File: src/rtl/fifo_write_logic.sv
// Write-domain half of the dual-clock FIFO: write pointer, RAM strobe,
// Gray pointer export and full/almost-full/level/overflow status.
module fifo_write_logic #(
  parameter int DEPTH    = 4,
  parameter int PTR_SZ   = 2,
  parameter int AF_LEVEL = 3
) (
  input  logic              clk,
  input  logic              rst,
  input  logic              winc,
  input  logic [PTR_SZ:0]   wq2_rptr_gray,
  output logic              write_en,
  output logic [PTR_SZ-1:0] waddr,
  output logic [PTR_SZ:0]   wptr_gray,
  output logic              wfull,
  output logic              almost_full,
  output logic [PTR_SZ:0]   wcount,
  output logic              wovf
);

  localparam logic [1:0] IDLE  = 2'b00;
  localparam logic [1:0] WRITE = 2'b01;
  localparam logic [1:0] FULL  = 2'b10;

  localparam int AF_CLAMP = (AF_LEVEL > DEPTH) ? DEPTH : AF_LEVEL;
  localparam logic [PTR_SZ:0] AF_THR = (PTR_SZ+1)'(AF_CLAMP);
  localparam logic [PTR_SZ:0] TOP2 = {2'b11, {(PTR_SZ-1){1'b0}}};

  logic [1:0]      state;
  logic [1:0]      state_nxt;
  logic [PTR_SZ:0] wbin;
  logic [PTR_SZ:0] wbin_nxt;
  logic [PTR_SZ:0] wgray_nxt;
  logic [PTR_SZ:0] rbin;
  logic [PTR_SZ:0] wcount_nxt;
  logic            full_nxt;
  logic            accept;

  // The FULL state is the single full flag.
  assign wfull    = (state == FULL);
  assign accept   = winc & ~wfull;
  assign write_en = accept;

  assign wbin_nxt  = wbin + {{PTR_SZ{1'b0}}, accept};
  assign wgray_nxt = wbin_nxt ^ (wbin_nxt >> 1);

  always_comb begin
    rbin = '0;
    for (int i = 0; i <= PTR_SZ; i++) begin
      rbin[i] = ^(wq2_rptr_gray >> i);
    end
  end

  assign full_nxt   = (wgray_nxt == (wq2_rptr_gray ^ TOP2));
  assign wcount_nxt = wbin_nxt - rbin;

  always_comb begin
    state_nxt = IDLE;
    if (state == 2'b11) begin
      state_nxt = IDLE;
    end else if (full_nxt) begin
      state_nxt = FULL;
    end else if (wcount_nxt == '0) begin
      state_nxt = IDLE;
    end else begin
      state_nxt = WRITE;
    end
  end

  always_ff @(posedge clk) begin
    if (rst) begin
      state       <= IDLE;
      wbin        <= '0;
      waddr       <= '0;
      wptr_gray   <= '0;
      wcount      <= '0;
      almost_full <= 1'b0;
      wovf        <= 1'b0;
    end else begin
      state       <= state_nxt;
      wbin        <= wbin_nxt;
      waddr       <= wbin_nxt[PTR_SZ-1:0];
      wptr_gray   <= wgray_nxt;
      wcount      <= wcount_nxt;
      almost_full <= (wcount_nxt >= AF_THR);
      if (winc & wfull) begin
        wovf <= 1'b1;
      end
    end
  end

endmodule

File: config.mk
export PLATFORM = sky130hd
export DESIGN_NAME = fifo_write_logic
export DESIGN_NICKNAME = d
export VERILOG_FILES = /design/src/rtl/fifo_write_logic.sv
export SDC_FILE = /design/constraint.sdc
export NUM_CORES = 1
export LEC_CHECK = 0
export BUFFER_PORTS_ARGS = -buffer_cell sky130_fd_sc_hd__buf_2
export CELL_PAD_IN_SITES_DETAIL_PLACEMENT = 2
export CELL_PAD_IN_SITES_GLOBAL_PLACEMENT = 2
export CORE_ASPECT_RATIO = 0.8
export CORE_MARGIN = 4
export CORE_UTILIZATION = 31
export DETAILED_ROUTE_END_ITERATION = 10
export PLACE_DENSITY_LB_ADDON = 0.1
export SYNTH_ARGS = -nofsm -noshare
export SYNTH_HDL_FRONTEND = slang
export SYNTH_SLANG_ARGS = --single-unit
File: constraint.sdc
create_clock -name clk -period 3.82 [get_ports clk]
set_input_delay 0.191 -clock clk [delete_from_list [all_inputs] [get_ports clk]]
set_output_delay 0.191 -clock clk [all_outputs]
set_load 0.005 [all_outputs]
==> implementation parameters <==
Parameter                              Value

Synthesis
  Total nets after synthesis    57
  Total number of yosys warnings    0
  Cells after synthesis    47
  Distinct cell type count after synthesis    20
  Area share of the largest cell type after synthesis    0.4315
  Leading cell types by total area after synthesis    dfxtp_1 43%, ha_1 6.7%, nor2_1 6.7%
  Mean Syn Cell Area    11.85 µm²
  Area of the mapped netlist    556.8 µm²
  Cell type with the largest total area after synthesis    dfxtp_1
  Flip-flop and latch count after synthesis    12
  Share of synthesized area occupied by flip-flops and latches    0.4315

STA
  Slew @ Worst Pin    0.2702 ns
  Hold violation total from the final report    0
  Final setup violation count    0
  Fraction of the cycle the final worst path needs    0.6137
  Final clock skew    just under 0.003 ns
  Slew Limit Fails    0
  Minimum clock period    2.344 ns
  Max-slew headroom    0.8193
  Tightest hold margin    0.1545 ns
  Setup repair after global routing missed its margin    no
  Highest achievable clock rate    0.4265 GHz
  Aggregate negative setup slack    0 ns

Finish
  Footprint of the flip-flops and latches    around 240 µm²
  Final core area utilization    0.4231
  Combined area of the multi-input logic cells    305.3 µm²
  Count of inserted antenna diode cells    0
  Area growth from synthesis to layout    26.07%
  Fraction of layout cells with a size suffix above 1    0.4030
  Filler instances    190
  Layout Nets    78

Clocking
  Clock transition at path regs    0.08 ns
  CTS sink count    12
  Deepest level of the CTS H-tree    1
  Library cell used as clock root buffer    clkbuf_4
  Post-CTS setup buffer count    0
  Maximum count of clock buffers along a single path    2
  # hold bufs at CTS    0
  TritonCTS clock tree    yes
  Total of cells resized after clock tree synthesis    0
  Number of CTS-inserted buffers    3
  Clock Latency Late Sink    0.28 ns

Global routing
  Global route overflow    0
  Met3 Use GR    0.06516
  Wire length of the first global-routing pass    about 1800 µm
  Global-route track usage on met1    0.1037
  Most Crowded Layer GR    met2
  Gr usage total    0.1074
  Number of antenna violations at the first check in global routing    0
  Pin count of the biggest net entering global routing    12
  Via count of the first global-routing pass    381
  Met2 track utilization from global routing    0.1627

Worst setup path
  Crit Path Category    reg2reg
  Crit-path max cell delay    around 0.54 ns
  Critical Path End Type    register
  Number of buffers and inverters on the critical path    1
  Crit-path cells    nor2b_1 -> nor2b_1 -> ha_1 -> ha_1 -> inv_1 -> fa_1 -> and2_1 -> a221oi_2
  Worst Setup Start Kind    register
  Critical-path cell with the highest stage delay    fa_1
  Worst EP arrival    roughly 2.6 ns
  Critical Path RT    ~4.0 ns
  CP delay by family, top    adder cells
  Largest fanout on the critical path    4

Run
  Max_cap viols    0

Power and ir drop
  Worst-case vdd ir drop    192.8 µV
  Cell area power density    554.0 nW/µm²
  Leakage power of the design    0.3435 nW

Detailed routing
  Vias    403
  Starting DRT DRC Count    2
  Detailed-router iteration count before antenna repair    2
  Residual DRC count    0
  Wire length per cell after detailed routing    13.03 µm
  Total routed wirelength    1160 µm
  DRT antenna net count    0
  Via-to-Cell Ratio    approximately 4.5

Placed design
  Routability cong.    0.7186
  Post-DP HPWL    between 900 and 1000 µm
  Number of port buffers    17

Die
  Row count    13
  Die extent in x    55.38 µm
  I/O pin cnt    18
  Initial core utilization    0.3356
  Die area    2542 µm²
  Placeable core area    1659 µm²
  Overall die height    45.91 µm

Outcome
  Result of the run    finished, final reports clean

Worst hold path
  Worst hold-check path type    in2reg
[placed cells by master, fill, tap and decap left out, drive strengths merged]
cell	count
nor2b	2
nor2	10
clkbuf	4
ha	3
and2	1
a21oi	2
dfxtp	12
xnor3	2
inv	2
xor2	3
fa	1
nor4b	1
xnor2	3
buf	17
xor3	1
a21o	1
or2	1
a221oi	1
[power breakdown]
group	switching (mW)	total [mW]	internal (mW)
clock network	0.0454	0.104	0.0581
logic	0.0628	0.131	0.0682
registers	0.00681	0.154	0.147
total	0.115	0.389	0.274
[per-stage QoR]
step | power (mW) | cells | cell area, µm² | worst slack [ns]
floorplan | 0.2486 | 47 | 556.8 | 1.617
global placement | 0.2891 | 85 | 665.6 | 1.525
detailed placement | 0.2928 | 85 | 665.6 | 1.456
CTS | 0.3988 | 89 | 701.9 | 1.427
global route | 0.4161 | 89 | 701.9 | 1.331
finish | 0.3888 | 89 | 701.9 | 1.476
[layer usage]
metal / wire length [µm] / share of wire / vias to the layer above
met1: 482 / 0.42 / 196
met5: 0 / 0 / -
met2: 548 / 0.47 / 12
met3: 90 / 0.078 / 4
met4: 39 / 0.034 / 0
li1: - / - / 191
[path summary, 6_finish.rpt]
kind	from	to	slack [ns]	depth (start not counted)
setup / recovery	state[1]	state[0]	1.48	8
hold / removal	winc	wovf	0.15	3
setup reg to reg	state[1]	state[0]	1.48	8
hold reg to reg	wovf	wovf	0.48	2
[worst min-delay path, cell delays in order]
cell     delay [ns]
buf_2          0.09
a21oi_1        0.06
nor2_1         0.07
[layout make-up]
cell class,instances,share of cell area
Inverter,2,0.01070
Tap cell,22,0.03922
Sequential cell,12,0.3422
Timing Repair Buffer,17,0.1212
Clock buffer,4,0.05169
Multi-Input combinational cell,32,0.4349
[flip-flops by register name, indices dropped and copies added, names as in the netlist]
signal / cells
wptr_gray: 3
waddr: 1
wcount: 3
wovf: 1
almost_full: 1
wbin: 1
state: 2
[logic make-up after synthesis]
kind of cell,after synthesis,share of synthesized area
DFF,12,0.4315
and+or+nand+nor,15,0.1393
xor gates and xnor gates,9,0.2472
AOI/OAI and AO/OA,4,0.05842
adders and majority gates,4,0.1034
buffers and inverters,3,0.02022
[cells in the mapped netlist, drive strengths merged]
| master | number |
|---|---|
| nor4b | 1 |
| a21o | 1 |
| xnor2 | 3 |
| fa | 1 |
| or2 | 1 |
| nor2b | 2 |
| dfxtp | 12 |
| a221oi | 1 |
| nor2 | 10 |
| xnor3 | 2 |
| and2 | 1 |
| clkbuf | 1 |
| ha | 3 |
| inv | 2 |
| xor2 | 3 |
| a21oi | 2 |
| xor3 | 1 |
No activity file was read; power rests on OpenSTA's default activity.
